### config.mk
export PLATFORM = sky130hd
export DESIGN_NAME = edge_receiver_ack
export DESIGN_NICKNAME = d
export VERILOG_FILES = /design/src/rtl/edge_receiver_ack.sv
export SDC_FILE = /design/constraint.sdc
export NUM_CORES = 1
export LEC_CHECK = 0
export BUFFER_PORTS_ARGS = -buffer_cell sky130_fd_sc_hd__buf_4
export CAP_MARGIN = 20
export CORE_AREA = 2 2 39 41
export CTS_BUF_LIST = sky130_fd_sc_hd__clkbuf_16
export DETAILED_ROUTE_END_ITERATION = 10
export DIE_AREA = 0 0 41 43
export GPL_TIMING_DRIVEN = 0
export PLACE_DENSITY = 0.81
export SLEW_MARGIN = 40
export SYNTH_ARGS = -nofsm -noshare
export SYNTH_HDL_FRONTEND = slang
export SYNTH_SLANG_ARGS = --single-unit
### constraint.sdc
create_clock -name clk_i -period 2.9 [get_ports clk_i]
set_clock_uncertainty 0.05 [all_clocks]
set_input_delay 0.145 -clock clk_i [delete_from_list [all_inputs] [get_ports clk_i]]
set_output_delay 0.145 -clock clk_i [all_outputs]
set_load 0.05 [all_outputs]
### src/rtl/edge_receiver_ack.sv
// Receive side of a 4-phase req/ack crossing: synchronises the foreign request and
// presents it as one valid/ready transfer. The ack is returned only after acceptance.
module edge_receiver_ack #(
    parameter int unsigned SyncStages = 2,
    parameter int unsigned CntWidth   = 8
) (
    input  logic                clk_i,
    input  logic                rst_i,
    input  logic                req_async_i,
    output logic                ack_o,
    output logic                valid_o,
    input  logic                ready_i,
    input  logic                clr_i,
    output logic [CntWidth-1:0] evt_cnt_o,
    output logic                proto_err_o
);

    typedef enum logic [1:0] {StIdle, StPend, StAck} state_e;

    state_e                state_q, state_d;
    logic [SyncStages-1:0] sync_q;
    logic                  req_s;
    logic                  valid_q, ack_q;
    logic [CntWidth-1:0]   cnt_q, cnt_d;
    logic                  err_q, err_d;
    logic                  accept, err_set;

    assign req_s = sync_q[SyncStages-1];

    always_ff @(posedge clk_i or posedge rst_i) begin
        if (rst_i) begin
            sync_q <= '0;
        end else begin
            sync_q <= {sync_q[SyncStages-2:0], req_async_i};
        end
    end

    always_comb begin
        state_d = state_q;
        accept  = 1'b0;
        err_set = 1'b0;
        unique case (state_q)
            StIdle: begin
                if (req_s) state_d = StPend;
            end
            StPend: begin
                // A withdrawn request is a protocol error; it still counts if taken this edge.
                if (!req_s) begin
                    err_set = 1'b1;
                    accept  = ready_i;
                    state_d = StIdle;
                end else if (ready_i) begin
                    accept  = 1'b1;
                    state_d = StAck;
                end
            end
            StAck: begin
                if (!req_s) state_d = StIdle;
            end
            default: state_d = StIdle;
        endcase
    end

    always_comb begin
        cnt_d = cnt_q;
        err_d = err_q;
        if (accept)  cnt_d = cnt_q + 1'b1;
        if (err_set) err_d = 1'b1;
        if (clr_i) begin
            cnt_d = '0;
            err_d = 1'b0;
        end
    end

    // Outputs come straight from flops so the foreign domain never sees a glitch on ack.
    always_ff @(posedge clk_i or posedge rst_i) begin
        if (rst_i) begin
            state_q <= StIdle;
            valid_q <= 1'b0;
            ack_q   <= 1'b0;
            cnt_q   <= '0;
            err_q   <= 1'b0;
        end else begin
            state_q <= state_d;
            valid_q <= (state_d == StPend);
            ack_q   <= (state_d == StAck);
            cnt_q   <= cnt_d;
            err_q   <= err_d;
        end
    end

    assign valid_o     = valid_q;
    assign ack_o       = ack_q;
    assign evt_cnt_o   = cnt_q;
    assign proto_err_o = err_q;

endmodule

# Word-level counts from Yosys, hierarchy flattened
# Cells that the tools add are included.
word_totals:
  inputBits: 5
  output_inout_bits: 11
  reg_bits: 15
  word_cells: 28
classes:
  add_sub_neg: 1
  n_eq_ne: 4
  reduce_logical: 3
  muxes: 14
ops:
  columns: ["op", "n"]
  rows:
  - ["two-way mux 8 bit", 2]
  - ["adder 8 x 1 -> 8 bit (second input constant)", 1]
  - ["two-way mux 2 bit", 4]
  - ["two-way mux 1 bit", 7]
  - ["case mux 2 bit (3 select lines)", 1]
  - ["== test 2 x 1 -> 1 bit (second input constant)", 2]
  - ["== test 2 bit (second input constant)", 2]
  - ["nonzero test 2 bit", 2]
  - ["zero test 2 bit", 1]

# Depth between registers and ports, before layout
# Gate-level depths: netlist of run 1.
depth:
  depth_word: 5
  mapped_depth: 4
  mapped_depth_nobuf: 4

# Least setup slack after synthesis of run 1
# OpenSTA, ideal clock, no wires.
synth_path:
  path_kind: "register to register"
  start: "register cnt_q[0] (netlist: evt_cnt_o[0])"
  end: "register cnt_q[4] (netlist: evt_cnt_o[4])"
  required_ns: 2.772
  setup_ns: 0.078
  synth_period_minus_slack_ns: 1.652
  stages_incl_launch_ff: 5
  arrival_ns: 1.524
  slack_ns: 1.248
  n_path_buf: 0
  cell_sequence: "dfrtp_1 > ha_1 > nand2_1 > or3_2 > a21oi_1"
synth_between:
  elab_chain_len: 3
synth_lines:
  columns: ["element", "line", "text"]
  rows:
  - ["start, declared", "24", "logic [CntWidth-1:0] cnt_q, cnt_d;"]
  - ["start signal, assigned", "87", "cnt_q <= cnt_d;"]
  - ["adder 8 x 1 -> 8 bit", "67", "if (accept) cnt_d = cnt_q + 1'b1;"]
  - ["two-way mux 8 bit", "67", null]
  - ["two-way mux 8 bit", "69", "if (clr_i) begin"]
# Every way passes these cells. The select of a mux whose other input is x is not followed.
# A chain may end at the register's enable or synchronous reset.

# Worst setup path after layout of run 1
layout_path:
  start: "register state_q[1]"
  end: "register cnt_q[5] (netlist: evt_cnt_o[5])"
layout_between:
  elab_chain_len: 3
layout_lines:
  columns: ["element", "line", "text"]
  rows:
  - ["start, declared", "20", "state_e state_q, state_d;"]
  - ["start signal, assigned", "78", "state_q <= StIdle;"]
  - ["start signal, assigned", "84", "state_q <= state_d;"]
  - ["== test 2 x 1 -> 1 bit", "42", "unique case (state_q)"]
  - ["two-way mux 1 bit", "42", null]
  - ["nonzero test 2 bit (no line)", null, null]
# Every way passes these cells.

==> results.json, run 1 <==
{
  "status": "complete, no violations",
  "irDropWorstVdd_mv": 0.472,
  "cts_resized": 0,
  "use_met1": 0.243,
  "drt_iter0_markers": 4,
  "vias": 506,
  "ys_seq_area_frac": 0.583,
  "combPwrFrac": 0.104,
  "cts_max_level": 1,
  "synth-seq-cells": 15,
  "fin_util": 0.627,
  "grt_max_degree": 16,
  "worstPathRequired_ns": 3.02,
  "rr_worst_depth": 3,
  "hold_viol": 0,
  "post_cts_buffers": 0,
  "dieArea_sq_um": 1760,
  "rsz0062_at_grt": "no",
  "fin_tns_setup_ns": 0,
  "clockRootBuffer": "clkbuf_16",
  "fin_nets": 84,
  "avgSynthCellArea_sq_um": 11.3,
  "die_height_microns": 43,
  "slew_violations": 0,
  "power_density_nw_per_um2": 621,
  "hold_class": "input pin to flip-flop",
  "tightest_slew_ns": 0.573,
  "slew_headroom": 0.617,
  "r2r_start": "state_q[1]$_DFF_PP0_",
  "placed_area_sq_um": 769,
  "p_clk_frac": 0.481,
  "start_util": 0.466,
  "place_congestion": 0.814,
  "fill_cells": 115,
  "rr_endpoint": "evt_cnt_o[5]$_DFFE_PP0P_",
  "final_cell_area_sq_um": 868,
  "grt_pass1_vias": 481,
  "cts.sinks": 15,
  "hold_depth": 2,
  "dp_hpwl_microns": 875,
  "synth.yosys.warnings": 0,
  "ctsHoldBuffers": 2,
  "multi_input_area_sq_um": 250,
  "final_cell_mix": "buf_4 (15), dfrtp_1 (15), a21oi_1 (8), nor2_1 (5)",
  "critPathLaunchType": "flip-flop",
  "hp-start": "ready_i",
  "tritoncts": "built",
  "fp.dieW_microns": 41,
  "fmax_mhz": 681,
  "drv_cap": 0,
  "p_switching_uw": 119,
  "arrival_ns": 1.58,
  "endpoint_kind": "flip-flop",
  "cts_inserted_buffers": 3,
  "remaining_drc_errors": 0,
  "p_int_uw": 420,
  "rows": 14,
  "p_leak_uw": 0.000430,
  "syn_area_sq_um": 644,
  "yosysUniqueCellTypes": 21,
  "period_minus_slack_ns": 1.47,
  "setup_viol_count_final": 0,
  "portBuffers": 14,
  "seqCellArea_sq_um": 375,
  "core_region_area_sq_um": 1380,
  "syn_inst": 57,
  "p_sw_frac": 0.221,
  "syn-num-nets": 63,
  "layout-drive-gt1-share": 0.273,
  "routed_wl_mm": 1.28,
  "diodes": 0,
  "min_period_over_period": 0.506,
  "use_met3": 0.0628,
  "cp_max_fo": 10,
  "grt-ovfl-total": 0,
  "met2_usage": 0.266,
  "grt_pass1_wl_mm": 2.14,
  "clock_latency_ns": 0.24,
  "seqPwrFrac": 0.414,
  "clockBufferDepth": 2,
  "wl_per_cell_microns": 13.8,
  "vias_per_cell": 5.44,
  "ant_nets": 0,
  "critPathKind": "flip-flop to flip-flop",
  "r2r_slack_ns": 1.43,
  "top_usage_layer": "met2",
  "antenna_found_initial": 0,
  "worst_hold_path.endpoint": "valid_o$_DFF_PP0_",
  "grtUsageTotal": 0.190,
  "first_pass_iters": 3,
  "clk_pin_slew_ns": 0.05,
  "area_growth_pct": 34.8,
  "ios": 16
}
## layout make-up
class / instances / area share
clock inverter: 1 / 0.00432
inverter: 2 / 0.00865
clock buffer: 3 / 0.0865
tap: 16 / 0.0231
multi-input combinational: 38 / 0.288
buffer: 2 / 0.0130
sequential: 15 / 0.432
timing repair buffer: 16 / 0.144
## through the flow
stage	total power, uW	setup slack, ns	instances	hold slack [ns]
after global routing	559	1.35	93	0.0849
after global placement	280	1.48	87	0.183
final	539	1.43	93	0.0807
after CTS	546	1.44	93	0.0756
after floorplan	264	1.25	57	-0.00352
after detailed placement	281	1.45	87	0.192
## cells by family (layout without fill, tap and decap cells)
family,count (synthesis),after routing,synth area share
AO/OA/AOI/OAI,15,15,0.132
XOR/XNOR,2,2,0.0272
adder cells (fa/ha/maj),1,1,0.0194
buffers and inverters,4,24,0.0291
flip-flops,15,15,0.583
multiplexers,1,1,0.0155
AND/OR/NAND/NOR,19,19,0.194
## cell usage after synthesis, drive strengths merged
| cell type | count | area share |
|---|---|---|
| o31ai | 2 | 0.023 |
| buf | 2 | 0.017 |
| or3 | 3 | 0.033 |
| nand2 | 3 | 0.017 |
| a21oi | 8 | 0.062 |
| dfrtp | 15 | 0.58 |
| xor2 | 2 | 0.027 |
| o21ai | 3 | 0.023 |
| nor2 | 5 | 0.029 |
| a211oi | 2 | 0.023 |
| nand4 | 2 | 0.019 |
| or4 | 2 | 0.023 |
| mux2i | 1 | 0.016 |
| nand4b | 2 | 0.050 |
| inv | 2 | 0.012 |
| nand3b | 1 | 0.012 |
| nand2b | 1 | 0.0097 |
| ha | 1 | 0.019 |
## critical path, cell delays in order (launching register included)
cell,delay (ns)
dfrtp_1,0.43
nand4b_4,0.25
or4_1,0.50
a21oi_1,0.16
## how the worst max path moves through the flow
stage                             startpoint                       end  slack (ns)
floorplan           evt_cnt_o[0]$_DFFE_PP0P_  evt_cnt_o[4]$_DFFE_PP0P_        1.25
global placement        state_q[1]$_DFF_PP0_  evt_cnt_o[5]$_DFFE_PP0P_        1.48
detailed placement      state_q[1]$_DFF_PP0_  evt_cnt_o[5]$_DFFE_PP0P_        1.45
CTS                     state_q[1]$_DFF_PP0_  evt_cnt_o[5]$_DFFE_PP0P_        1.44
global route            state_q[1]$_DFF_PP0_  evt_cnt_o[5]$_DFFE_PP0P_        1.35
finish                  state_q[1]$_DFF_PP0_  evt_cnt_o[5]$_DFFE_PP0P_        1.43
## sequential cells by signal (all words and copies together) (netlist names)
name and cells:
proto_err_o 1, valid_o 1, sync_q 2, state_q 2, ack_o 1, evt_cnt_o 8
## layer usage
metal / up-vias / part of all wire
met2: 10 / 0.50
met4: 0 / 0.019
li1: 250 / -
met1: 242 / 0.44
met5: - / 0
met3: 4 / 0.048
## power by group through the flow
| stage | clock network [uW] | registers [uW] | logic [uW] |
|---|---|---|---|
| after floorplan | 0 | 244 | 20.0 |
| after global placement | 0 | 226 | 53.4 |
| after CTS | 266 | 223 | 56.7 |
| final | 260 | 223 | 56.2 |
| after global routing | 274 | 224 | 60.6 |
| after detailed placement | 0 | 227 | 54.6 |
(Power assumes the default switching activity.)
==> run 2: changes to the inputs <==
--- a/config.mk
+++ b/config.mk
@@ -7,10 +7,10 @@
 export LEC_CHECK = 0
 export BUFFER_PORTS_ARGS = -buffer_cell sky130_fd_sc_hd__buf_4
 export CAP_MARGIN = 20
-export CORE_AREA = 2 2 39 41
+export CORE_MARGIN = 2
+export CORE_UTILIZATION = 49
 export CTS_BUF_LIST = sky130_fd_sc_hd__clkbuf_16
 export DETAILED_ROUTE_END_ITERATION = 10
-export DIE_AREA = 0 0 41 43
 export GPL_TIMING_DRIVEN = 0
 export PLACE_DENSITY = 0.81
 export SLEW_MARGIN = 40
==> constraint.sdc (replaced) <==
create_clock -name clk_i -period 1.4 [get_ports clk_i]
set_clock_uncertainty 0.05 [all_clocks]
set_input_delay 0.07 -clock clk_i [delete_from_list [all_inputs] [get_ports clk_i]]
set_output_delay 0.07 -clock clk_i [all_outputs]
set_load 0.05 [all_outputs]
==> run 2 against run 1 <==
Combinational power up 110%; final cell count did not move; highest routed layer unchanged; critical endpoint is now evt_cnt_o[3]$_DFFE_PP0P_; largest power group unchanged; hold slack worse by 0.052 ns; routed wire length increased by 2.5%; count of clock-buffer cells in the layout is the same; register-to-register slack worse by 1.4 ns; core utilization rose by 8.9 points; global-route usage shrank 1.4 points; setup slack got worse by 1.4 ns; first-iteration DRC count grew 130%.
==> results.json, run 2 (synthesis gave the netlist of run 1 again) <==
{
  "status": "complete, no violations",
  "tritoncts": "built",
  "place_congestion": 0.669,
  "core_region_area_sq_um": 1270,
  "cts.sinks": 15,
  "fmax_mhz": 731,
  "fin_util": 0.717,
  "ant_nets": 0,
  "cts_max_level": 1,
  "p_leak_uw": 0.000409,
  "arrival_ns": 1.48,
  "clockRootBuffer": "clkbuf_16",
  "rows": 13,
  "cp_max_fo": 8,
  "tightest_slew_ns": 0.549,
  "remaining_drc_errors": 0,
  "die_height_microns": 40.3,
  "portBuffers": 14,
  "grt_max_degree": 16,
  "crit_chain": "nand4b_4 -> or3_2 -> a21oi_1",
  "final_cell_area_sq_um": 910,
  "fin_nets": 85,
  "fp.dieW_microns": 40.3,
  "vias_per_cell": 5.54,
  "slew_violations": 0,
  "worst-path-buf-inv": 0,
  "wl_per_cell_microns": 14.2,
  "first_pass_iters": 4,
  "grt-ovfl-total": 0,
  "post_cts_buffers": 0,
  "start_util": 0.508,
  "min_period_over_period": 0.978,
  "final_cell_mix": "buf_4 (15), a21oi_1 (8), dfrtp_1 (8), dfrtp_2 (7), nor2_1 (5)",
  "fill_cells": 96,
  "hold_class": "input pin to flip-flop",
  "setup_viol_count_final": 0,
  "ios": 16,
  "cts_resized": 0,
  "p_total_uw": 1130,
  "power_density_nw_per_um2": 1240,
  "cpMaxStageDelayCell": "dfrtp_1",
  "multi_input_area_sq_um": 284,
  "pre_cts_slack_ns": 0.0149,
  "clk_pin_slew_ns": 0.05,
  "dieArea_sq_um": 1620,
  "endpoint_kind": "flip-flop",
  "area_growth_pct": 41.2,
  "largest_register_ffs": 8,
  "grt_pass1_vias": 388,
  "vias": 515,
  "critPathKind": "flip-flop to flip-flop",
  "antenna_found_initial": 0,
  "max_stage_delay_ns": 0.44,
  "layout-drive-gt1-share": 0.397,
  "clockBufferDepth": 2,
  "critPathLaunchType": "flip-flop",
  "slew_headroom": 0.634,
  "final_common_cell": "buf_4",
  "clock_latency_ns": 0.24,
  "placed_area_sq_um": 796,
  "grtUsageTotal": 0.176,
  "dp_hpwl_microns": 793,
  "diodes": 0,
  "grt_pass1_wl_mm": 1.71,
  "seqCellArea_sq_um": 384,
  "period_minus_slack_ns": 1.37,
  "hold_viol": 0,
  "final.setup.worst_slack_ns": 0.0311,
  "cts_inserted_buffers": 3,
  "drt_iter0_markers": 9,
  "worstPathRequired_ns": 1.52,
  "irDropWorstVdd_mv": 0.966,
  "drv_cap": 0,
  "routed_wl_mm": 1.32,
  "critPathTopFamily": "simple AND/OR/NAND/NOR gates"
}
-- run 2: area by class of cell --
| type | instances | area share |
|---|---|---|
| sequential | 15 | 0.422 |
| multi-input combinational | 39 | 0.312 |
| timing repair buffer | 16 | 0.138 |
| clock buffer | 3 | 0.0825 |
| tap | 15 | 0.0206 |
| buffer | 2 | 0.0124 |
| inverter | 2 | 0.00825 |
| clock inverter | 1 | 0.00413 |
-- run 2: what timing repair did --
| item | 4_1_cts | 5_1_grt |
|---|---|---|
| endpoints found under the hold margin | 16 | 0 |
| hold buffers | 2 | 0 |
| setup endpoints to repair | 0 | 4 |
-- run 2: metrics by stage --
stage | setup TNS [ns] | hold slack, ns | std cells
after global placement | 0 | 0.103 | 86
final | 0 | 0.0286 | 93
after floorplan | -0.0276 | -0.0790 | 57
after detailed placement | 0 | 0.107 | 86
after global routing | -0.00809 | 0.0346 | 93
after CTS | 0 | 0.0123 | 92
-- run 2: report_power, final --
| part | switching, uW | internal [uW] | total [uW] |
|---|---|---|---|
| registers | 13.6 | 453 | 466 |
| logic | 77.6 | 42.3 | 120 |
| clock network | 164 | 377 | 542 |
-- run 2: path summary, 6_finish.rpt --
check	start	endpoint	slack, ns	cells after the start
setup / recovery	state_q[1]$_DFF_PP0_	evt_cnt_o[3]$_DFFE_PP0P_	0.03	3
hold / removal	ready_i	state_q[0]$_DFF_PP0_	0.03	2
setup reg to reg	state_q[1]$_DFF_PP0_	evt_cnt_o[3]$_DFFE_PP0P_	0.03	3
hold reg to reg	sync_q[0]$_DFF_PP0_	sync_q[1]$_DFF_PP0_	0.30	0
max in group asynchronous	rst_i	evt_cnt_o[0]$_DFFE_PP0P_	0.49	3
min in group asynchronous	rst_i	evt_cnt_o[7]$_DFFE_PP0P_	0.41	3
-- run 2: routing by layer --
layer	up-vias	wire length, microns	track usage
met2	14	652	0.234
li1	255	-	-
met5	-	0	0
met3	5	65	0.0667
met1	241	563	0.232
met4	0	34	0.125
==> run 3: changes to the inputs <==
--- a/config.mk
+++ b/config.mk
@@ -11,7 +11,6 @@
 export CORE_UTILIZATION = 49
 export CTS_BUF_LIST = sky130_fd_sc_hd__clkbuf_16
 export DETAILED_ROUTE_END_ITERATION = 10
-export GPL_TIMING_DRIVEN = 0
 export PLACE_DENSITY = 0.81
 export SLEW_MARGIN = 40
 export SYNTH_ARGS = -nofsm -noshare
==> run 3 against run 2 <==
Hold slack got worse by 0.024 ns; count of clock-buffer cells in the layout stayed put; sequential share of layout area is 0.12 points higher; critical path type unchanged; non-clock buffer count is 1 higher; flip-flop and latch count did not move; total power fell by 0.12%; register-to-register slack improved by 0.05 ns; first-iteration DRC count shrank 56%.
==> results.json, run 3 (synthesis gave the netlist of run 1 again) <==
{
  "grt_max_degree": 16,
  "cp_max_fo": 10,
  "fin_util": 0.715,
  "combPwrFrac": 0.108,
  "p_switching_uw": 248,
  "p_sw_frac": 0.220,
  "vias_per_cell": 5.25,
  "hold_viol": 0,
  "arrival_ns": 1.43,
  "final_common_cell": "buf_4",
  "irDropWorstVdd_mv": 0.998,
  "hold_class": "input pin to flip-flop",
  "diodes": 0,
  "fp.dieW_microns": 40.3,
  "dp_hpwl_microns": 836,
  "tightest_slew_ns": 0.537,
  "clockBufferDepth": 2,
  "first_pass_iters": 2,
  "ant_nets": 0,
  "top_usage_layer": "met2",
  "use_met1": 0.273,
  "status": "complete, no violations",
  "slew_violations": 0,
  "portBuffers": 15,
  "fin_cells": 93,
  "power_density_nw_per_um2": 1240,
  "p_total_uw": 1130,
  "final_cell_mix": "buf_4 (17), a21oi_1 (8), dfrtp_1 (8), dfrtp_2 (7), nor2_1 (5)",
  "met2_usage": 0.286,
  "critPathKind": "flip-flop to flip-flop",
  "post_cts_buffers": 0,
  "p_int_uw": 878,
  "drv_cap": 0,
  "fin_hold_ws_ns": 0.00457,
  "largest_register_ffs": 8,
  "rsz0062_at_grt": "no",
  "setup_viol_count_final": 0,
  "core_region_area_sq_um": 1270,
  "clk_pin_slew_ns": 0.05,
  "dp.cells": 87,
  "cts_inserted_buffers": 3,
  "die_height_microns": 40.3,
  "endpoint_kind": "flip-flop",
  "grtUsageTotal": 0.198,
  "grt_pass1_vias": 462,
  "clock_latency_ns": 0.24,
  "area_growth_pct": 40.8,
  "place_congestion": 0.680,
  "period_minus_slack_ns": 1.32,
  "vias": 488,
  "antenna_found_initial": 0,
  "cts_max_level": 1,
  "start_util": 0.508,
  "min_period_over_period": 0.945,
  "fill_cells": 106,
  "layout-drive-gt1-share": 0.423,
  "cts_resized": 0,
  "critPathLaunchType": "flip-flop",
  "fin_nets": 85,
  "remaining_drc_errors": 0,
  "grt-ovfl-total": 0,
  "clockRootBuffer": "clkbuf_16",
  "wl_per_cell_microns": 12.9,
  "cts.sinks": 15,
  "worstPathRequired_ns": 1.51,
  "seqPwrFrac": 0.414,
  "dieArea_sq_um": 1620,
  "routed_wl_mm": 1.20,
  "slew_headroom": 0.642,
  "rows": 13,
  "ios": 16,
  "p_leak_uw": 0.000408,
  "fmax_mhz": 756,
  "tritoncts": "built",
  "grt_pass1_wl_mm": 2.04,
  "drt_iter0_markers": 4,
  "use_met3": 0.0833,
  "p_clk_frac": 0.478
}
==> run 3: cell types whose count changed in the layout (fill, tap and decap cells not counted) <==
cell      before  now
buf_1          1    0
inv_1          3    2
buf_4         15   17
nand4b_2       1    0
clkinv_2       0    1
==> run 3: final cells by class <==
cell class                      instances  area, sq um  area share
Clock buffer                            3         75.1      0.0828
Inverter                                2         7.51     0.00828
Sequential cell                        15          384       0.423
Clock inverter                          1         5.00     0.00552
Timing Repair Buffer                   19          148       0.163
Tap cell                               15         18.8      0.0207
Multi-Input combinational cell         38          269       0.297
==> run 3: power by group through the flow <==
stage / sequential, uW / clock (uW) / combinational, uW
floorplan: 507 / 0 / 42.4
global placement: 472 / 0 / 116
detailed placement: 473 / 0 / 118
CTS: 467 / 549 / 124
global route: 468 / 578 / 131
finish: 467 / 539 / 122
==> run 3: metrics by stage <==
stage,setup slack [ns],TNS [ns],cell area (sq um)
2_1_floorplan,-0.0158,-0.0276,672
3_3_place_gp,0.108,0,807
3_5_place_dp,0.0965,0,807
4_1_cts,0.0841,0,907
5_1_grt,0.0293,0,907
6_report,0.0768,0,907
==> run 3: path summary, 6_finish.rpt <==
path | from | endpoint | slack (ns) | depth (start not counted)
setup / recovery | state_q[1]$_DFF_PP0_ | evt_cnt_o[5]$_DFFE_PP0P_ | 0.08 | 3
hold / removal | ready_i | valid_o$_DFF_PP0_ | 0.005 | 2
setup reg to reg | state_q[1]$_DFF_PP0_ | evt_cnt_o[5]$_DFFE_PP0P_ | 0.08 | 3
hold reg to reg | sync_q[0]$_DFF_PP0_ | sync_q[1]$_DFF_PP0_ | 0.31 | 0
max in group asynchronous | rst_i | evt_cnt_o[3]$_DFFE_PP0P_ | 0.53 | 3
min in group asynchronous | rst_i | sync_q[1]$_DFF_PP0_ | 0.38 | 3
==> run 3: layer usage <==
metal  vias up  share of wire
li1        247              -
met1       233           0.45
met2         8           0.51
met3         0          0.044
met4         0              0
met5         -              0
==> run 3: critical path, cell delays in order, from the launching register on <==
cell	delay (ns)
dfrtp_1	0.37
nand4b_4	0.23
or4_1	0.44
a21oi_1	0.15
==> run 3: repair_timing <==
action | CTS | global route
setup endpoints to repair | 0 | 0
hold buffers | 2 | 0
endpoints found under the hold margin | 16 | 0
